--- src/rtl/raizing_cen_pkg.sv ---
// Shared constants for the fractional clock-enable generator: default widths,
// reset ratios (channel 0 in the LSBs) and a width helper.
package raizing_cen_pkg;

   localparam int unsigned NCH_DEF = 3;
   localparam int unsigned WC_DEF  = 20;
   localparam int unsigned WD_DEF  = 2;

   localparam logic [NCH_DEF*WC_DEF-1:0] INIT_N_DEF = {20'd112, 20'd5333, 20'd1};
   localparam logic [NCH_DEF*WC_DEF-1:0] INIT_M_DEF = {20'd625, 20'd94500, 20'd7};

   // Bits needed to index v items; never less than 1 so ports stay legal.
   function automatic int unsigned clog2(input int unsigned v);
      int unsigned r;
      r = 1;
      for (int unsigned i = 1; i < 32; i++) begin
         if ((32'd1 << i) < v) r = i + 1;
      end
      return r;
   endfunction

endpackage

--- src/rtl/raizing_cen_chan.sv ---
// One fractional clock-enable channel: n/m phase accumulator, base/2^k divider
// taps, and a shadow ratio that is applied on the next base tick.
module raizing_cen_chan
   import raizing_cen_pkg::*;
#(
   parameter int unsigned    WC     = WC_DEF,
   parameter int unsigned    WD     = WD_DEF,
   parameter logic [WC-1:0]  INIT_N = WC'(1),
   parameter logic [WC-1:0]  INIT_M = WC'(7)
) (
   input  logic          clk,
   input  logic          rst,
   input  logic          run,
   input  logic          sync,
   input  logic          wr_en,
   input  logic [WC-1:0] wr_n,
   input  logic [WC-1:0] wr_m,
   output logic [WD-1:0] cen,
   output logic [WD-1:0] cenb
);

   localparam int unsigned DW = (WD > 1) ? WD - 1 : 1;

   logic [WC-1:0] cnt_q, cnt_d;
   logic [DW-1:0] div_q, div_d;
   logic [WC-1:0] n_q, n_d, m_q, m_d;
   logic [WC-1:0] sn_q, sn_d, sm_q, sm_d;
   logic          pend_q, pend_d;
   logic [WD-1:0] cen_q, cen_d, cenb_q, cenb_d;

   logic [WC:0]   nxt_c, half_m_c;
   logic          base_c, half_c, apply_c;
   logic [WD-1:0] tap_en_c;

   always_comb begin
      nxt_c    = {1'b0, cnt_q} + {1'b0, n_q};
      half_m_c = {1'b0, m_q >> 1};
      base_c   = run && (nxt_c >= {1'b0, m_q});
      half_c   = run && ({1'b0, cnt_q} < half_m_c) && (nxt_c >= half_m_c) && !base_c;
      apply_c  = pend_q && (!run || base_c);

      // Tap k fires only when the low k divider bits are all ones.
      tap_en_c    = '0;
      tap_en_c[0] = 1'b1;
      for (int unsigned k = 1; k < WD; k++) tap_en_c[k] = tap_en_c[k-1] & div_q[k-1];

      cnt_d  = cnt_q;
      div_d  = div_q;
      n_d    = n_q;
      m_d    = m_q;
      sn_d   = sn_q;
      sm_d   = sm_q;
      pend_d = pend_q;
      cen_d  = '0;
      cenb_d = '0;

      if (run) begin
         if (base_c) begin
            cnt_d = WC'(nxt_c - {1'b0, m_q});
            div_d = div_q + DW'(1);
            cen_d = tap_en_c;
         end else begin
            cnt_d = nxt_c[WC-1:0];
            if (half_c) cenb_d = tap_en_c;
         end
      end else begin
         cnt_d = '0;
         div_d = '0;
      end

      // Residue survives a ratio change unless it no longer fits the new m.
      if (apply_c) begin
         n_d    = sn_q;
         m_d    = sm_q;
         pend_d = 1'b0;
         if (cnt_d >= sm_q) cnt_d = '0;
      end

      if (sync) begin
         cnt_d  = '0;
         div_d  = '0;
         cen_d  = '0;
         cenb_d = '0;
      end

      if (wr_en) begin
         sn_d   = wr_n;
         sm_d   = wr_m;
         pend_d = 1'b1;
      end
   end

   always_ff @(posedge clk or posedge rst) begin
      if (rst) begin
         cnt_q  <= '0;
         div_q  <= '0;
         n_q    <= INIT_N;
         m_q    <= INIT_M;
         sn_q   <= INIT_N;
         sm_q   <= INIT_M;
         pend_q <= 1'b0;
         cen_q  <= '0;
         cenb_q <= '0;
      end else begin
         cnt_q  <= cnt_d;
         div_q  <= div_d;
         n_q    <= n_d;
         m_q    <= m_d;
         sn_q   <= sn_d;
         sm_q   <= sm_d;
         pend_q <= pend_d;
         cen_q  <= cen_d;
         cenb_q <= cenb_d;
      end
   end

   assign cen  = cen_q;
   assign cenb = cenb_q;

endmodule

--- src/rtl/raizing_cen_gen.sv ---
// Multi-channel fractional clock-enable generator with a validated config
// write port and a global phase-align strobe.
module raizing_cen_gen
   import raizing_cen_pkg::*;
#(
   parameter int unsigned          NCH    = NCH_DEF,
   parameter int unsigned          WC     = WC_DEF,
   parameter int unsigned          WD     = WD_DEF,
   parameter logic [NCH*WC-1:0]    INIT_N = INIT_N_DEF,
   parameter logic [NCH*WC-1:0]    INIT_M = INIT_M_DEF
) (
   input  logic                     CLK,
   input  logic                     RESET,
   input  logic [NCH-1:0]           RUN,
   input  logic                     SYNC,
   input  logic                     CFG_WE,
   input  logic [clog2(NCH)-1:0]    CFG_CH,
   input  logic [WC-1:0]            CFG_N,
   input  logic [WC-1:0]            CFG_M,
   output logic                     CFG_ACK,
   output logic                     CFG_ERR,
   output logic [NCH*WD-1:0]        CEN,
   output logic [NCH*WD-1:0]        CENB
);

   localparam int unsigned CW = clog2(NCH);

   logic cfg_ok_c;
   logic ack_q, ack_d, err_q, err_d;

   // A ratio must be non-zero and keep n <= m/2 so half ticks stay distinct.
   always_comb begin
      cfg_ok_c = (32'(CFG_CH) < NCH) && (CFG_N != '0) && (CFG_M != '0) &&
                 ({CFG_N, 1'b0} <= {1'b0, CFG_M});
      ack_d    = CFG_WE & cfg_ok_c;
      err_d    = CFG_WE & ~cfg_ok_c;
   end

   always_ff @(posedge CLK or posedge RESET) begin
      if (RESET) begin
         ack_q <= 1'b0;
         err_q <= 1'b0;
      end else begin
         ack_q <= ack_d;
         err_q <= err_d;
      end
   end

   assign CFG_ACK = ack_q;
   assign CFG_ERR = err_q;

   for (genvar ch = 0; ch < NCH; ch++) begin : g_ch
      logic wr_sel_c;
      assign wr_sel_c = CFG_WE && cfg_ok_c && (CFG_CH == CW'(ch));

      raizing_cen_chan #(
         .WC     (WC),
         .WD     (WD),
         .INIT_N (INIT_N[ch*WC +: WC]),
         .INIT_M (INIT_M[ch*WC +: WC])
      ) u_chan (
         .clk   (CLK),
         .rst   (RESET),
         .run   (RUN[ch]),
         .sync  (SYNC),
         .wr_en (wr_sel_c),
         .wr_n  (CFG_N),
         .wr_m  (CFG_M),
         .cen   (CEN[ch*WD +: WD]),
         .cenb  (CENB[ch*WD +: WD])
      );
   end

endmodule

--- config.mk ---
export PLATFORM = sky130hd
export DESIGN_NAME = raizing_cen_gen
export DESIGN_NICKNAME = d
export VERILOG_FILES = /design/src/rtl/raizing_cen_pkg.sv /design/src/rtl/raizing_cen_chan.sv /design/src/rtl/raizing_cen_gen.sv
export SDC_FILE = /design/constraint.sdc
export NUM_CORES = 1
export LEC_CHECK = 0
export CORE_MARGIN = 2
export CORE_UTILIZATION = 50
export CTS_BUF_LIST = sky130_fd_sc_hd__clkbuf_2 sky130_fd_sc_hd__clkbuf_4 sky130_fd_sc_hd__clkbuf_8
export DETAILED_ROUTE_END_ITERATION = 8
export DONT_BUFFER_PORTS = 1
export MAX_ROUTING_LAYER = met4
export SYNTH_ARGS = -nofsm -noshare
export SYNTH_HDL_FRONTEND = slang
export SYNTH_SLANG_ARGS = --single-unit
--- constraint.sdc ---
create_clock -name CLK -period 19.22 [get_ports CLK]
set_clock_uncertainty 0.1 [all_clocks]
set_input_delay 3.844 -clock CLK [delete_from_list [all_inputs] [get_ports CLK]]
set_output_delay 3.844 -clock CLK [all_outputs]
set_load 0.02 [all_outputs]
---- Word-level counts from Yosys, hierarchy flattened ----
Index checks and enable logic that the tools add are counted.
storage, ports and cells
  flip-flop bits (word level) ............. 320
  input port bits ......................... 49
  output and inout port bits .............. 14
  logic and storage cells ................. 148
cells by class
  add/subtract/negate cells ............... 9
  $lt $le $gt $ge ......................... 14
  equal/unequal tests ..................... 5
  mux-type cells .......................... 51
  bitwise operators ....................... 3
  reduce and logical (&&, ||, !) cells .... 37
operators with widths
  kind                                                    number
  2-to-1 mux 20 bit                                       15
  adder 20 x 20 -> 21 bit                                 3
  >= comparator 21 x 19 -> 1 bit                          3
  >= comparator 21 x 20 -> 1 bit                          3
  >= comparator 20 bit                                    3
  less-than comparator 20 x 19 -> 1 bit                   3
  subtractor 20 bit                                       3
  2-to-1 mux 2 bit                                        21
  nonzero test 20 bit                                     2
  logical AND 1 bit                                       22
  less-or-equal comparator 21 x 20 -> 1 bit               1
  2-to-1 mux 1 bit                                        15
  inequality test 3 x 1 -> 1 bit (second input constant)  3
  zero test 1 bit                                         6
  nonzero test 2 bit                                      3
  adder 1 bit (second input constant)                     3
  logical OR 1 bit                                        3
  bitwise AND 1 bit                                       2
  == test 2 x 1 -> 1 bit (second input constant)          1
  == test 2 bit (second input constant)                   1
  zero test 2 bit                                         1
  less-than comparator 2 bit (second input constant)      1
  inverter 1 bit                                          1

---- Depth between registers and ports, before layout ----
  depth in word-level cells ............... 9
  depth in mapped cells ................... 33
  depth with buffers taken out ............ 30

---- Hierarchy ----
Synthesis repeated with hierarchy kept, for this count alone.
second synthesis, totals
  cells, all modules ...................... 2434
  area, all modules ....................... 23168.5 um2
modules (own cells, without submodules)
  module                              instances  cells each  area an instance (um2)  seq. area each (um2)
  raizing_cen_chan at g_ch[1].u_chan  1          831         7566.0                  2687.6
  raizing_cen_chan at g_ch[0].u_chan  1          732         7434.6                  2662.6
  raizing_cen_chan at g_ch[2].u_chan  1          777         7392.1                  2672.6
  raizing_cen_gen                     1          94          775.7                   50.0

---- Least setup slack after synthesis ----
OpenSTA, ideal clock, no wires.
  path kind ............................... input to register
  start point ............................. input CFG_M[18]
  end point ............................... register g_ch[2].u_chan.sn_q[0]
  library setup time ...................... 127 ps
  arrival time ............................ 6277 ps
  data required time ...................... 18993 ps
  path slack .............................. 12715 ps
  stages on the path ...................... 13
  buffers on the path ..................... 2
  path through ............................ inv_1 -> ha_1 -> a21o_1 -> a211o_1 -> nor2_1 -> o211ai_1 -> a21o_1 -> o211ai_1 -> nand2_1 -> or4b_1 -> clkbuf_1 -> buf_1 -> mux2_1
on the way
  longest elaborated chain between the ends .. 5
  elaborated cells on any way between the ends .. 6
  classes of those cells .................. 1 x order compare; 5 x reduce/logical
RTL lines
  element                                                                            RTL line                 text
  start: declaration                                                                 raizing_cen_gen.sv:19    input logic [WC-1:0] CFG_M,
  branches (longest 2 deep; another with less-or-equal comparator 21 x 20 -> 1 bit)  n/a
  logical AND 1 bit *                                                                raizing_cen_gen.sv:33    cfg_ok_c = (32'(CFG_CH) < NCH) && (CFG_N != '0) && (CFG_M != '0) &&
  logical AND 1 bit * (2 in a row)                                                   raizing_cen_gen.sv:54    assign wr_sel_c = CFG_WE && cfg_ok_c && (CFG_CH == CW'(ch));
  end signal: assignment                                                             raizing_cen_chan.sv:109  sn_q <= sn_d;
  end: declaration                                                                   raizing_cen_chan.sv:27   logic [WC-1:0] sn_q, sn_d, sm_q, sm_d;
Mark *: on every way between the ends.
A chain may end at the register's enable or synchronous reset.

---- Final worst setup path ----
  start point ............................. register g_ch[1].u_chan.n_q[0]
  end point ............................... register g_ch[1].u_chan.cnt_q[1]
on the way
  longest elaborated chain between the ends .. 9
  elaborated cells on any way between the ends .. 12
  classes of those cells .................. 2 x add/sub; 2 x order compare; 5 x mux; 3 x reduce/logical
RTL lines
  element                         RTL line                 text
  start: declaration              raizing_cen_chan.sv:26   logic [WC-1:0] n_q, n_d, m_q, m_d;
  start signal: assignment        raizing_cen_chan.sv:107  n_q <= n_d;
  adder 20 x 20 -> 21 bit *       raizing_cen_chan.sv:36   nxt_c = {1'b0, cnt_q} + {1'b0, n_q};
  >= comparator 21 x 20 -> 1 bit  raizing_cen_chan.sv:38   base_c = run && (nxt_c >= {1'b0, m_q});
  logical AND 1 bit               raizing_cen_chan.sv:38
  2-to-1 mux 20 bit               raizing_cen_chan.sv:58   if (base_c) begin
  2-to-1 mux 20 bit               raizing_cen_chan.sv:57   if (run) begin
  >= comparator 20 bit            raizing_cen_chan.sv:76   if (cnt_d >= sm_q) cnt_d = '0;
  2-to-1 mux 20 bit               raizing_cen_chan.sv:76
  2-to-1 mux 20 bit *             raizing_cen_chan.sv:72   if (apply_c) begin
  2-to-1 mux 20 bit *             raizing_cen_chan.sv:79   if (sync) begin
  via g_ch[1].u_chan.cnt_d[1]     raizing_cen_chan.sv:24   logic [WC-1:0] cnt_q, cnt_d;
  end signal: assignment          raizing_cen_chan.sv:105  cnt_q <= cnt_d;
  end: declaration                raizing_cen_chan.sv:24
Mark *: on every way through the listed nets, which the timed path passes. The rest lies on a longest branch.

==> flow_metrics.py <==
metrics = {
    "status": {
        "status": "completed",
    },
    "placement": {
        "place.gp.congestion": 0.935,
        "preCtsSetupSlack_ps": 11390,
        "dpl.hpwl_um": 48400,
        "portBuffers": 0,
        "dp.cells": 2803,
    },
    "clock_network": {
        "clk_pin_slew_ps": 60,
        "cts_hold_buf": 0,
        "post_cts_resized": 0,
        "numCtsBuffers": 59,
        "clockBufferDepth": 3,
        "htreeDepth": 2,
        "postCtsSetupBuffers": 0,
        "cts_sinks": 320,
        "clock_latency_ps": 670,
        "cts-root-buf": "clkbuf_8",
        "cts_tree": "done",
    },
    "floorplanning": {
        "fp.dieH_um": 215,
        "start_util_pct": 50.6,
        "rows": 77,
        "pin_count": 63,
        "die_area_um2": 46400,
        "die_x_um": 215,
        "coreArea_um2": 44200,
    },
    "synthesis": {
        "synth_cell_type_count": 80,
        "synth_edf_count": 0,
        "async_flop_share_pct": 100,
        "synthFlopType": "dfrtp_1",
        "netlist_instances": 2251,
        "syn_area_per_cell_um2": 9.93,
        "synth_nets": 2616,
        "yosysWarnings": 0,
        "ys_ff_latch": 320,
        "ys_seq_area_share_pct": 36.1,
        "synth_area_um2": 22400,
    },
    "setup_path": {
        "cp-end-kind": "flip-flop",
        "cp-startpoint": "g_ch[1].u_chan.n_q[0]",
        "crit_path_top_delay_cell": "dfstp_2",
        "reg2reg_to": "g_ch[1].u_chan.cnt_q[1]",
        "ff2ff_setup_slack_ps": 11170,
        "crit_path_start_kind": "flip-flop",
        "endpoint": "g_ch[1].u_chan.cnt_q[1]",
        "critical-path-max-stage-delay_ps": 530,
        "cp.required_ps": 19670,
        "r2r_cells": 32,
        "r2r-start": "g_ch[1].u_chan.n_q[0]",
        "path_class": "reg2reg",
        "crit_fanout": 24,
        "arrival_ps": 8500,
    },
    "timing": {
        "rsz0062_at_grt": "no",
        "setup-tns-final_ps": 0,
        "fmax_mhz": 124,
        "finalCritPeriodShare_pct": 41.9,
        "min_period_ps": 8050,
        "holdWs_ps": 363,
        "fin_ws_ps": 11170,
        "drv_slew": 0,
        "hold_viol_final": 0,
        "slew-limit-headroom_pct": 19.1,
        "tightest_slew_ps": 1200,
        "setup_viol": 0,
    },
    "global_route": {
        "grt_max_degree": 112,
        "grt_usage_pct": 28.1,
        "grt_pass1_vias": 16900,
        "overflow": 0,
        "antenna_found_initial": 1,
        "grt_pass1_wl_um": 97800,
    },
    "route": {
        "vias_per_cell": 5.80,
        "wl_per_cell_um": 21.6,
        "drt_wl_total_um": 62900,
        "route.detailed.drc": 0,
        "first_iter_violations": 1187,
        "num_vias": 16900,
        "firstDrtPassIters": 5,
        "drtAntennaViolNets": 0,
    },
    "power_and_ir_drop": {
        "powerDensity_nw_per_um2": 199,
        "irDropWorstVdd_uv": 99.7,
        "p_leak_nw": 12.9,
    },
    "worst_hold_path": {
        "hp-class": "reg2reg",
    },
    "final_layout": {
        "area_delta_synth_final_pct": 9.30,
        "stdcell_count": 2913,
        "finish.net_count": 2637,
        "drive_gt1_share_pct": 10.2,
        "post-route-util_pct": 55.3,
        "antenna-diode-count": 0,
        "fillCellCount": 3945,
        "mostFrequentLayoutCells": "ha_1 (310), dfrtp_1 (268), inv_1 (175), nor2_1 (161), a21oi_1 (149)",
        "mostFrequentLayoutCell": "ha_1",
    },
    "run": {
        "cap_violations": 0,
    },
}
==> worst min-delay path by stage <==
| stage | from | end | slack (ps) | cells after the start |
|---|---|---|---|---|
| global placement | g_ch[0].u_chan.m_q[2] | g_ch[0].u_chan.m_q[2] | 350 | 2 |
| CTS | g_ch[0].u_chan.m_q[2] | g_ch[0].u_chan.m_q[2] | 370 | 2 |
| global route | g_ch[1].u_chan.sn_q[8] | g_ch[1].u_chan.n_q[8] | 400 | 1 |
| detailed placement | g_ch[0].u_chan.m_q[2] | g_ch[0].u_chan.m_q[2] | 360 | 2 |
| finish | g_ch[0].u_chan.m_q[2] | g_ch[0].u_chan.m_q[2] | 360 | 2 |
| floorplan | g_ch[0].u_chan.m_q[2] | g_ch[0].u_chan.m_q[2] | 350 | 2 |
==> registers in the layout (all words and copies together) (netlist names) <==
name and cells:
CFG_ACK 1, CFG_ERR 1, g_ch.u_chan.cen 6, g_ch.u_chan.cenb 6, g_ch.u_chan.cnt_q 60, g_ch.u_chan.div_q 3, g_ch.u_chan.m_q 60, g_ch.u_chan.n_q 60
g_ch.u_chan.pend_q 3, g_ch.u_chan.sm_q 60, g_ch.u_chan.sn_q 60
==> stage by stage <==
| stage | instance area (um^2) | total power [mW] |
|---|---|---|
| floorplan | 22400 | 3.34 |
| global placement | 23000 | 4.02 |
| detailed placement | 23000 | 4.07 |
| CTS | 24400 | 4.88 |
| global route | 24400 | 5.32 |
| finish | 24400 | 4.87 |
==> synth_stat cells (7+ instances only) <==
cell      number  area [um^2]
a211o_1        7         61.3
a211oi_1      16          120
a21boi_0       7         52.6
a21o_1        72          541
a21oi_1      149          746
a31oi_1       19          119
and2_1        18          113
and3_1        18          113
buf_1         14         52.6
buf_2         11         55.1
buf_4          7         52.6
clkbuf_1      22         82.6
dfrtp_1      268         6710
dfstp_2       52         1370
ha_1         310         3880
inv_1        176          661
mux2_1        99         1110
mux2_2        27          304
mux2i_1      130         1300
nand2_1      104          390
nand2b_1      30          188
nand3_1       37          185
nand4_1       27          169
nor2_1       161          604
nor2b_1       26          163
nor3_1        39          195
nor3b_1        8         60.1
nor4_1        20          125
o211ai_1      17          128
o21a_1        21          158
o21ai_0       93          465
o21ai_1       20          100
o21bai_1       8         60.1
or2_2         13         81.3
or3_1         10         62.6
xnor2_1       65          569
xor2_1        32          280
==> area by class of cell <==
class	count	area, um^2	area share (%)
tap	592	741	3.03
timing repair buffer	14	105	0.430
inverter	177	672	2.75
sequential	320	8070	33.0
clock inverter	18	260	1.06
clock buffer	92	1170	4.80
multi-input combinational	1700	13400	54.9
==> worst max-delay path, delay by kind of cell, from the launching register on <==
kind,cells,cell delay [ps]
AO/OA/AOI/OAI,11,2890
AND/OR/NAND/NOR,12,2030
adder cells (fa/ha/maj),4,1210
buffers and inverters,3,630
flip-flops,1,530
multiplexers,2,480
==> kinds of logic after synthesis <==
kind of cell               share of synthesized area, %
and+or+nand+nor                                    11.8
xor gates and xnor gates                           3.80
muxes                                              12.2
buffers and inverters                              4.06
DFF                                                36.1
adders and majority gates                          17.9
AOI/OAI and AO/OA                                  14.2
==> metal layers <==
metal | track usage, % | vias up | part of all wire (%)
met1 | 36.9 | 8203 | 46
met2 | 43.8 | 385 | 46
met4 | 10.9 | 0 | 4.0
met5 | - | - | 0
li1 | - | 8176 | -
met3 | 4.33 | 127 | 4.6
==> power breakdown <==
part           internal [mW]  switching, mW  leakage, nW
Clock                  0.470          0.313        0.750
Sequential             0.942          0.140         3.88
Combinational           1.23           1.78         8.28
No activity file was read; power rests on OpenSTA's default activity.
